[config.mk]
export PLATFORM = sky130hd
export DESIGN_NAME = simon_multi_core
export DESIGN_NICKNAME = d
export VERILOG_FILES = /design/src/rtl/simon_multi_core.sv
export SDC_FILE = /design/constraint.sdc
export NUM_CORES = 1
export LEC_CHECK = 0
export CORE_UTILIZATION = 40
export DETAILED_ROUTE_END_ITERATION = 10
export GPL_TIMING_DRIVEN = 0
export PLACE_DENSITY = 0.58
export SLEW_MARGIN = 25
export SYNTH_ARGS = -nofsm -noshare
export SYNTH_HDL_FRONTEND = slang
export SYNTH_SLANG_ARGS = --single-unit
[constraint.sdc]
create_clock -name wb_clk_i -period 10.2 [get_ports wb_clk_i]
set_input_delay 2.55 -clock wb_clk_i [delete_from_list [all_inputs] [get_ports wb_clk_i]]
set_output_delay 2.55 -clock wb_clk_i [all_outputs]
set_load 0.005 [all_outputs]
[src/rtl/simon_multi_core.sv]
// simon_multi_core: Simon memory game with LFSR step generator, LED/tone playback and echo checking
module simon_multi_core #(
  parameter int NUM_BTN = 4,
  parameter int MAX_LEN = 32,
  parameter int CLK_KHZ = 10000,
  parameter int TONE_MS = 300,
  parameter int TIMEOUT_MS = 3000
) (
  input  logic               wb_clk_i,
  input  logic               wb_rst_i,
  input  logic [NUM_BTN-1:0] btn,
  output logic [NUM_BTN-1:0] led,
  output logic               sound,
  output logic [6:0]         score,
  output logic               game_over,
  output logic               win
);
  localparam int IW = $clog2(NUM_BTN);
  localparam int PW = MAX_LEN > 1 ? $clog2(MAX_LEN) : 1;
  localparam int OFF_MS = TONE_MS / 2 > 0 ? TONE_MS / 2 : 1;
  localparam logic [3:0] ERR_TONE = 4'hF;
  typedef enum logic [2:0] {IDLE, PLAY_ON, PLAY_OFF, INPUT, ECHO, PAUSE, GAMEOVER, WIN} state_t;
  state_t state, state_n;
  logic [NUM_BTN-1:0] s1, sbtn, exp_oh;
  logic [15:0] lfsr;
  logic [31:0] cyc, ms, half, div;
  logic [IW-1:0] seq [MAX_LEN];
  logic [IW-1:0] new_step, cur, pressed;
  logic [PW-1:0] seq_wa;
  logic [6:0] len, ptr;
  logic [3:0] tone_sel, tone_prev;
  logic armed, prev_any, tick, last, start, grow, done, adv, seq_we, snd_q;
  assign tick = cyc == 32'(CLK_KHZ - 1);
  assign cur = seq[ptr[PW-1:0]];
  assign exp_oh = NUM_BTN'(1) << cur;
  assign last = ptr == len - 7'd1;
  assign new_step = {1'b0, lfsr[IW-1:0]} < (IW+1)'(NUM_BTN) ? lfsr[IW-1:0] : lfsr[IW-1:0] - IW'(NUM_BTN);
  assign start = state == IDLE && state_n == PAUSE;
  assign grow = state == ECHO && state_n == PAUSE;
  assign done = state == ECHO && sbtn == '0 && last;
  assign adv = (state == PLAY_OFF && state_n != PLAY_OFF) || (state == ECHO && sbtn == '0);
  assign seq_we = start || grow;
  assign seq_wa = start ? '0 : len[PW-1:0];
  always_comb begin
    pressed = '0;
    for (int i = NUM_BTN - 1; i >= 0; i--) if (sbtn[i]) pressed = IW'(i);
  end
  always_comb begin
    state_n = state;
    case (state)
      IDLE:     if (armed && sbtn == '0) state_n = PAUSE;
      PAUSE:    if (tick && ms == 32'd499) state_n = PLAY_ON;
      PLAY_ON:  if (tick && ms == 32'(TONE_MS - 1)) state_n = PLAY_OFF;
      PLAY_OFF: if (tick && ms == 32'(OFF_MS - 1)) state_n = last ? INPUT : PLAY_ON;
      INPUT:    state_n = sbtn == exp_oh ? ECHO :
                          (sbtn != '0 || (tick && ms == 32'(TIMEOUT_MS - 1))) ? GAMEOVER : INPUT;
      ECHO:     state_n = sbtn == '0 ? (last ? (len == 7'(MAX_LEN) ? WIN : PAUSE) : INPUT) :
                          sbtn != exp_oh ? GAMEOVER : ECHO;
      default:  if (tick && ms == 32'd999) state_n = IDLE;
    endcase
  end
  always_comb begin
    led = state == PLAY_ON || state == GAMEOVER ? exp_oh : state == ECHO ? sbtn :
          state == WIN ? '1 : '0;
    tone_sel = state == PLAY_ON ? 4'(cur) + 4'd1 :
               state == ECHO && sbtn != '0 ? 4'(pressed) + 4'd1 :
               state == GAMEOVER ? ERR_TONE : 4'd0;
    half = 32'(4 * CLK_KHZ);
    for (int k = 0; k < NUM_BTN; k++) if (tone_sel == 4'(k + 1)) half = 32'((2 * CLK_KHZ) / (k + 1));
  end
  // the divider output is only trusted once it has seen the current source for a cycle
  assign sound = snd_q && tone_sel != 4'd0 && tone_sel == tone_prev;
  assign game_over = state == GAMEOVER;
  assign win = state == WIN;
  always_ff @(posedge wb_clk_i) if (seq_we) seq[seq_wa] <= new_step;
  always_ff @(posedge wb_clk_i or negedge wb_rst_i)
    if (!wb_rst_i) begin
      state <= IDLE;
      s1 <= '0;
      sbtn <= '0;
      lfsr <= 16'hACE1;
      cyc <= '0;
      ms <= '0;
      len <= '0;
      ptr <= '0;
      score <= '0;
      armed <= 1'b0;
      prev_any <= 1'b0;
      tone_prev <= '0;
      div <= '0;
      snd_q <= 1'b0;
    end else begin
      state <= state_n;
      s1 <= btn;
      sbtn <= s1;
      lfsr <= {lfsr[14:0], lfsr[15] ^ lfsr[13] ^ lfsr[12] ^ lfsr[10]};
      cyc <= state_n != state || tick ? '0 : cyc + 32'd1;
      ms <= state_n != state ? '0 : tick ? ms + 32'd1 : ms;
      prev_any <= |sbtn;
      armed <= state == IDLE && state_n == IDLE && (armed || (!prev_any && |sbtn));
      len <= start ? 7'd1 : grow ? len + 7'd1 : len;
      score <= start ? '0 : done ? len : score;
      ptr <= start || state == PAUSE ? '0 : adv ? (last ? '0 : ptr + 7'd1) : ptr;
      tone_prev <= tone_sel;
      div <= tone_sel != tone_prev || tone_sel == 4'd0 || div == half - 32'd1 ? '0 : div + 32'd1;
      snd_q <= tone_sel != tone_prev || tone_sel == 4'd0 ? 1'b0 : div == half - 32'd1 ? ~snd_q : snd_q;
    end
endmodule

==> summary.md <==
| Metric | Value |
|---|---|
| Inst Count DP | between 1000 and 1500 |
| Clock-pin slew on the worst setup and hold paths | 50 ps |
| Yosys reg bits | 215 |
| Crit Path Max Fanout | 10 |
| Period minus WS final | about 9100 ps |
| Crit-path most repeated cell | mux4_2 |
| Starting density of the core | 41.1% |
| Final Hold Slack | 346 ps |
| DR WL/cell | 16.3 um |
| Die height | 166 um |
| Setup Total Neg Slack | 0 ps |
| Worst skew pair latency | between 500 and 600 ps |
| Sink Count | 215 |
| Finished Layout Cells | 1445 |
| Final setup vio count | 0 |
| Synthesized Nets | 1066 |
| CP delay by family, top | buffers and inverters |
| Top routing layer in use | met4 |
| Largest area contributor in the netlist | dfrtp_1 |
| Layout cell share with drive strength beyond 1 | 8.11% |
| Yosys cell types | between 70 and 80 |
| Cts hold-fix bufs | 0 |
| Drt via density | 5.30 |
| Nets | 1114 |
| F_max | approximately 0.11 GHz |
| Top cells by count, synth | nor2_1, dfrtp_1, nand2_1 |
| Syn Inst Count | 1046 |
| Max-cap violation count | 0 |
| Number of flops mapped to enable cells by yosys | 64 |
| Final Hold Vio Count | 0 |
| CP required | 7650 ps |
| Ys async rst share | 70.2% |
| Root buf cell | clkbuf_16 |
| Routed via count | 7655 |
| Port Buffers | 19 |
| Multi-input gate area | 0.00481 sq mm |
| Initial antenna violation count | 0 |
| Lkg Pwr | 4.54 nW |
| Worst path slowest cell | buf_1 |
| WL final | 23.5 mm |
| Inserted Diodes | 0 |
| Post-CTS sizing | 0 |
| CTS max path bufs | 3 |
| Main synth FF type | dfrtp_1 |
| Setup ws final | 1080 ps |
| Drt drc | 0 |
| Synth top area share | approximately a third |
| Met1 WL | approximately 11 mm |
| CP Cell Sequence | clkbuf_1, buf_1, mux4_2, mux4_2, mux2i_1, inv_1, ha_1, nor4bb_1, a311oi_2, buf_2, nand2_1, nor2_1, a21oi_1, or3_1, a211oi_1, and2_1, clkdlybuf4s50_1 |
| Synth top area cells | dfrtp_1, edfxtp_1, nor2_1 |
| Total Die Area | 0.0277 sq mm |
| Global-route wire length before repair | 39.4 mm |
| Layout area overhead | 13.8% |
| CP bufs+invs | 5 |
| Starting DRC count in detailed routing | 366 |
| Worst slew pin tran | 977 ps |
| DRT antenna net count | 0 |
| Htree depth | 1 |
| HPWL Detailed | 16.0 mm |
| Most numerous cell in the Yosys netlist | nor2_1 |
| CTS Buf Count | 26 |
| Number of global-route vias before repair | approximately 7600 |
| P per Cell Area | 205 mW/mm^2 |
| Core area | 0.0263 sq mm |
| Aggregate global-route resource usage | 17.3% |
| RSZ-0062 raised after global routing | false |
| Skew final | 17.2 ps |
| Die Wd | 166 um |
| Grt ovf | 0 |
| Mapped cell area | 0.0108 sq mm |
| WL met3 | 746 um |
| Outcome | finished, final reports clean |
| Yosys warns | 0 |
| Fillers | 2500 |
| Slew margin rel. | 34.9% |
| Data arrival time of the critical path | 6570 ps |
| Post-CTS Setup Repair Bufs | 0 |
| Critical path launch point type | flop |
| Register area | 0.00571 sq mm |
| Rows | 59 |
| Met2 wire length | roughly 11 mm |
| Tot Pwr | 2.52 mW |
| Final period util | between 80% and 90% |
| Post-place instance area | 0.0114 sq mm |
| Critical path class | reg -> out |
| Routability cong. | 0.832 |
| Largest net degree at the start of global routing | 80 |
| Post-synthesis sequential area ratio | 52.8% |
| Final core utilization | between 40 and 50% |
| Max-slew violations | 0 |
| Slowest cell delay on critical path | roughly 700 ps |
| Post-place setup slack | about 1500 ps |
| Min-Delay Path Class | reg -> reg |
| Syn_area_per_cell | 10.3 sq um |
| Final instance area | about 0.012 sq mm |
| Io pins | 20 |
| Router iterations before antenna repair | 5 |
| CTS tree | done |
| Worst VDD drop | between 0.1 and 0.15 mV |
| CP Capture Type | output port |
## final cells by class
type | instances | area share, %
plain buffers | 44 | 1.43
clock buffers | 34 | 6.30
clock inverters | 10 | 0.641
inverters | 28 | 0.875
multi-input cells | 759 | 39.1
flip-flops and latches | 215 | 46.4
well taps | 335 | 3.41
repair buffers | 20 | 1.81
## flip-flops by register name, summed over array words and instances, names as in the netlist
| signal | cells |
|---|---|
| armed | 1 |
| cyc | 32 |
| div | 32 |
| len | 7 |
| lfsr | 16 |
| ms | 32 |
| prev_any | 1 |
| ptr | 7 |
| s1 | 4 |
| sbtn | 4 |
| score | 7 |
| seq | 64 |
| snd_q | 1 |
| state | 3 |
| tone_prev | 4 |
## cells in the final DEF (no fill, tap or decap), drive strengths merged, types with 25 or more instances in the layout
cell / netlist / final
nand3: 55 / 55
xor2: 57 / 57
nor3: 33 / 33
a21oi: 25 / 25
dfrtp: 143 / 143
nand2: 76 / 76
clkbuf: 30 / 64
inv: 28 / 28
edfxtp: 64 / 64
nor2: 185 / 185
xnor2: 61 / 61
## per-layer routing
metal  vias to the layer above  global-route usage [%]
met2                       128                    29.4
met4                         0                    5.31
li1                       3758                       -
met1                      3725                    23.1
met5                         -                       0
met3                        44                    2.17
## kinds of logic (layout without fill, tap and decap cells)
group                    Yosys count  count (layout)  share of synthesized area (%)
adder cells (fa/ha/maj)           14              14                           1.62
other                              1               1                         0.0347
multiplexers                      35              35                           4.41
buffers and inverters             72             136                           2.63
flip-flops                       215             215                           52.8
XOR/XNOR                         118             118                           9.56
AND/OR/NAND/NOR                  488             488                           22.1
AO/OA/AOI/OAI                    103             103                           6.82
## worst paths after layout
check | end | depth (start not counted) | slack (ps) | from
setup / recovery | sound | 17 | 1080 | ptr[0]
hold / removal | sbtn[0] | 0 | 350 | s1[0]
setup reg to reg | div[11] | 22 | 2930 | ptr[0]
hold reg to reg | sbtn[0] | 0 | 350 | s1[0]
max in group asynchronous | score[3] | 2 | 7400 | wb_rst_i
min in group asynchronous | div[18] | 1 | 1990 | wb_rst_i
## report_power, final
| part | internal (mW) | total (mW) | leakage [nW] | switching (mW) |
|---|---|---|---|---|
| combinational | 0.227 | 0.683 | 1.60 | 0.456 |
| clock | 0.556 | 0.910 | 0.422 | 0.354 |
| sequential | 0.908 | 0.926 | 2.52 | 0.0189 |
| total | 1.69 | 2.52 | 4.54 | 0.829 |
Note: power is estimated with default switching activity, not from simulation.
